**config.mk**
```make
export PLATFORM = sky130hd
export DESIGN_NAME = mouse_pos_pipe
export DESIGN_NICKNAME = d
export VERILOG_FILES = /design/src/rtl/mouse_pos_pipe.sv
export SDC_FILE = /design/constraint.sdc
export NUM_CORES = 1
export LEC_CHECK = 0
export BUFFER_PORTS_ARGS = -buffer_cell sky130_fd_sc_hd__clkbuf_2
export CAP_MARGIN = 0
export CORE_AREA = 2 2 67 82
export DETAILED_ROUTE_END_ITERATION = 10
export DIE_AREA = 0 0 69 84
export PLACE_DENSITY = 0.65
export SLEW_MARGIN = 5
export SYNTH_ARGS = -nofsm -noshare
export SYNTH_HDL_FRONTEND = slang
export SYNTH_SLANG_ARGS = --single-unit
```
**constraint.sdc**
```tcl
create_clock -name pclk -period 1.1 [get_ports pclk]
set_input_delay 0.11 -clock pclk [delete_from_list [all_inputs] [get_ports pclk]]
set_output_delay 0.11 -clock pclk [all_outputs]
set_load 0.005 [all_outputs]
```
**src/rtl/mouse_pos_pipe.sv**
```systemverilog
// mouse_pos_pipe: registered delay line for mouse x/y/left with freeze, edge pulses and position-change pulse.
// Optional coordinate clamp to X_MAX/Y_MAX when POS_CLAMP_EN is defined.
module mouse_pos_pipe #(
  parameter int WIDTH = 12,
  parameter int DEPTH = 2,
  parameter int X_MAX = 1023,
  parameter int Y_MAX = 767
) (
  input  logic             pclk,
  input  logic             rst_n,
  input  logic             freeze,
  input  logic [WIDTH-1:0] xpos_in,
  input  logic [WIDTH-1:0] ypos_in,
  input  logic             mouse_left_in,
  output logic [WIDTH-1:0] xpos_out,
  output logic [WIDTH-1:0] ypos_out,
  output logic             mouse_left_out,
  output logic             left_press,
  output logic             left_release,
  output logic             pos_changed
);
  logic [WIDTH-1:0] cx, cy;
`ifdef POS_CLAMP_EN
  localparam logic [WIDTH-1:0] XLIM = WIDTH'(X_MAX);
  localparam logic [WIDTH-1:0] YLIM = WIDTH'(Y_MAX);
  assign cx = (xpos_in > XLIM) ? XLIM : xpos_in;
  assign cy = (ypos_in > YLIM) ? YLIM : ypos_in;
`else
  assign cx = xpos_in;
  assign cy = ypos_in;
`endif
  logic [WIDTH-1:0] x_q [DEPTH];
  logic [WIDTH-1:0] y_q [DEPTH];
  logic             l_q [DEPTH];
  logic [WIDTH-1:0] x0_d, y0_d;
  logic             l0_d;
  logic [WIDTH-1:0] nx, ny;
  logic             nl;
  logic             press_q, release_q, changed_q;
  assign x0_d = freeze ? x_q[0] : cx;
  assign y0_d = freeze ? y_q[0] : cy;
  assign l0_d = freeze ? l_q[0] : mouse_left_in;
  // value about to land in the last stage; with one stage that is the stage-0 load itself
  generate
    if (DEPTH == 1) begin : g_d1
      assign nx = x0_d;
      assign ny = y0_d;
      assign nl = l0_d;
    end else begin : g_dn
      assign nx = x_q[DEPTH-2];
      assign ny = y_q[DEPTH-2];
      assign nl = l_q[DEPTH-2];
    end
  endgenerate
  always_ff @(posedge pclk) begin
    if (!rst_n) begin
      for (int i = 0; i < DEPTH; i++) begin
        x_q[i] <= '0;
        y_q[i] <= '0;
        l_q[i] <= 1'b0;
      end
      press_q   <= 1'b0;
      release_q <= 1'b0;
      changed_q <= 1'b0;
    end else begin
      x_q[0] <= x0_d;
      y_q[0] <= y0_d;
      l_q[0] <= l0_d;
      for (int i = 1; i < DEPTH; i++) begin
        x_q[i] <= x_q[i-1];
        y_q[i] <= y_q[i-1];
        l_q[i] <= l_q[i-1];
      end
      press_q   <= !l_q[DEPTH-1] && nl;
      release_q <= l_q[DEPTH-1] && !nl;
      changed_q <= (nx != x_q[DEPTH-1]) || (ny != y_q[DEPTH-1]);
    end
  end
  assign xpos_out       = x_q[DEPTH-1];
  assign ypos_out       = y_q[DEPTH-1];
  assign mouse_left_out = l_q[DEPTH-1];
  assign left_press     = press_q;
  assign left_release   = release_q;
  assign pos_changed    = changed_q;
endmodule

```
==> run summary <==
The worst setup path is captured at a flop. The final reports fail on setup timing. The HPWL after detailed placement is 2630 um. The average wire per cell in the routed design came out at 11.7 um. From bottom edge to top edge, the die measures 84 um. The post-synthesis register bit count is 53.

The horizontal die dimension came out at 69 um. The signal arrival time at the worst endpoint came out at 1.43 ns. In the routed layout, each cell is associated on average with a via count of 4.38.

The H-tree depth reported by CTS came out at 2. TritonCTS built the clock tree. The number of nets in the layout came out at 279.

Once layout is complete, the utilization of the core stands at 51.6%. The detailed router finished its first iteration with 50 violations. The DRC violation count after routing is 0. The worst setup path is launched from a flop. The total routed wirelength came out at 3670 um.

The number of clock buffers inserted by TritonCTS came out at 5. The register area share after synthesis came out at 54.3%. The highest clock frequency the design can meet came out at 0.816 GHz. Once placement finished, the instance area stood at 0.00249 mm^2.

The floorplan die area came out at 0.00580 mm^2. In this run the tightest slew margin relative to its limit is 83.4%. The count of input and output buffers came out at 55.

The largest vdd supply drop is 0.813 mV. The number of slew-limit violations in the final report is 0. The largest fanout on the critical path came out at 3. The initial utilization of the core area, before any placement, comes to 38.4%. The total grt overflow is 0. The run finished, with violations left. The top-area cell type share of the netlist area came out at 54.3%.

The last weighted congestion value of the routability-driven placer came out at 0.683. In this run the clock root is driven by a clkbuf_8. The number of nets in the synthesized netlist is 199. The count of endpoints failing hold in the final timing report is 0.

The mean instance size in the synthesized netlist came out at 11.4 um^2. The global-route wire length before repair came out at 6130 um. The overall track demand over capacity in global routing came out at 13.3%. The leakage power is 1.30 nW. The area growth from synthesis to layout came out at 34.1%. The number of fill cells in the layout is 489. The post-route clock skew came out at 0.0102 ns. In this run the core area contains 29 standard-cell rows. The worst hold slack across all endpoints came out at 0.0582 ns. The clock-pin slew reported for the worst setup and hold paths after clock tree synthesis is 0.09 ns.

The mapped netlist covers 0.00195 mm^2. The commonest non-fill, non-tap cell in the layout is clkbuf_2. The synthesis warning total came out at 0. The number of distinct library cell variants in the gate-level netlist after synthesis is 16.

The category of the critical setup timing path is flop to flop. The count of final setup violators came out at 1. The min-delay analysis places its worst path in the category input pin to flop.

The transition time of the tightest slew-check pin is 0.249 ns. Buffers added to address setup during post-CTS repair amount to 0. The CTS sink count came out at 53. The post-route fraction of the period consumed by the critical path is 111%.

For this block, the via count after detailed routing is 1374. The worst endpoint required time is 1.30 ns. The count of antenna diodes in the layout is 0.

The final critical path time including I/O delays and setup is 1.23 ns. 56 I/O pins were placed. The post-layout worst setup margin is -0.125 ns. The number of nets still failing antenna checks after routing is 0. The number of instances in the synthesized netlist came out at 171.

The number of global-route vias before repair was 1342. The clock latency on the worst-skew pair came out at 0.30 ns. In the post-synthesis netlist, the biggest area contributors are dfxtp_1, mux2i_1, nor2b_1, and2_1, xor2_1.

The post-synthesis cell type with the largest combined area is dfxtp_1. The number of antenna violations at the first check in global routing was 0. The cell area after layout came out at 0.00262 mm^2. The max-cap check violation count is 0. The fraction of layout cells with a size suffix above 1 came out at 37.7%. The largest buffer count on any clock path came out at 2. In the layout the commonest cells are clkbuf_2, dfxtp_1, nor2b_1, mux2i_1. The core footprint came out at 0.00508 mm^2. Setup repair after global routing could not meet its margin everywhere. The total iterations of the first detailed-routing run is 3. The largest net degree at the start of global routing came out at 52. For this design the ratio of total power to cell area is 1480 mW/mm^2.
## synthesized netlist by cell type
library cell  count
and2_1           24
and2_2            1
buf_2             1
buf_4             2
clkbuf_1          5
dfxtp_1          53
mux2i_1          25
nand2_1           1
nand4_1           3
nor2_1            1
nor2b_1          26
nor4_1            2
nor4_2            2
o31a_1            1
xnor2_1           8
xor2_1           16
## per-layer routing
layer	up-vias	share of wire [%]	GRT usage [%]
met3	5	6.6	5.19
met2	33	49	22.6
li1	716	-	-
met1	620	42	15.1
met4	0	1.6	4.81
met5	-	0	0
## flip-flops by register name, indices dropped and copies added, names as in the netlist
signal and flops:
x_q 24, y_q 24, l_q 2, left_press 1
left_release 1, pos_changed 1
## report_power, final
part	switching, mW	total [mW]	internal (mW)
logic	0.183	0.453	0.270
registers	0.0621	2.07	2.01
clock network	0.602	1.34	0.742
total	0.847	3.87	3.02
## through the flow
stage                     power [mW]  instances  setup TNS, ns  setup WS (ns)
after floorplan                 2.36        171        -0.0627        -0.0627
after global placement          2.57        306         -0.121         -0.121
after detailed placement        2.57        306         -0.143         -0.143
after CTS                       3.92        314         -0.151         -0.151
after global routing            4.07        314         -0.207         -0.207
final                           3.87        314         -0.125         -0.125
## kinds of logic after synthesis
logic type             share of synthesized area, %
XOR/XNOR                                       10.8
AO/OA/AOI/OAI                                 0.449
flip-flops                                     54.3
buffers and inverters                          1.99
AND/OR/NAND/NOR                                19.7
multiplexers                                   12.8
## final cells by class
class	instances	area, um^2	share of cell area, %
Clock buffer	7	86.3	3.30
Clock inverter	1	30.0	1.15
Multi-Input combinational cell	110	866	33.1
Sequential cell	53	1060	40.6
Tap cell	62	77.6	2.96
Timing Repair Buffer	81	495	18.9
## repair_timing
| item | in CTS | in global routing |
|---|---|---|
| pin swaps | 0 | 2 |
| hold buffers | 0 | 0 |
| setup endpoints to repair | 1 | 1 |
| gates resized for setup | 1 | 3 |
| cloned | 0 | 0 |
| endpoints found under the hold margin | 0 | 0 |
## path summary, 6_finish.rpt
| kind | start | end | slack, ns | depth (start not counted) |
|---|---|---|---|---|
| worst min-delay path | xpos_in[10] | x_q[0][10]$_SDFFE_PN0N_ | 0.06 | 3 |
| worst max register to register | x_q[0][5]$_SDFFE_PN0N_ | pos_changed$_SDFF_PN0_ | -0.13 | 4 |
| worst max-delay path | x_q[0][5]$_SDFFE_PN0N_ | pos_changed$_SDFF_PN0_ | -0.13 | 4 |
| worst min register to register | l_q[0][0]$_SDFFE_PN0N_ | left_release$_SDFF_PN0_ | 0.43 | 1 |
## worst max-delay path: stages (launching register included)
cell     delay (ns)
dfxtp_1        0.34
xor2_1         0.18
nor4_2         0.26
nand4_1        0.11
o31a_1         0.24
Power figures use the tool's default switching activity.
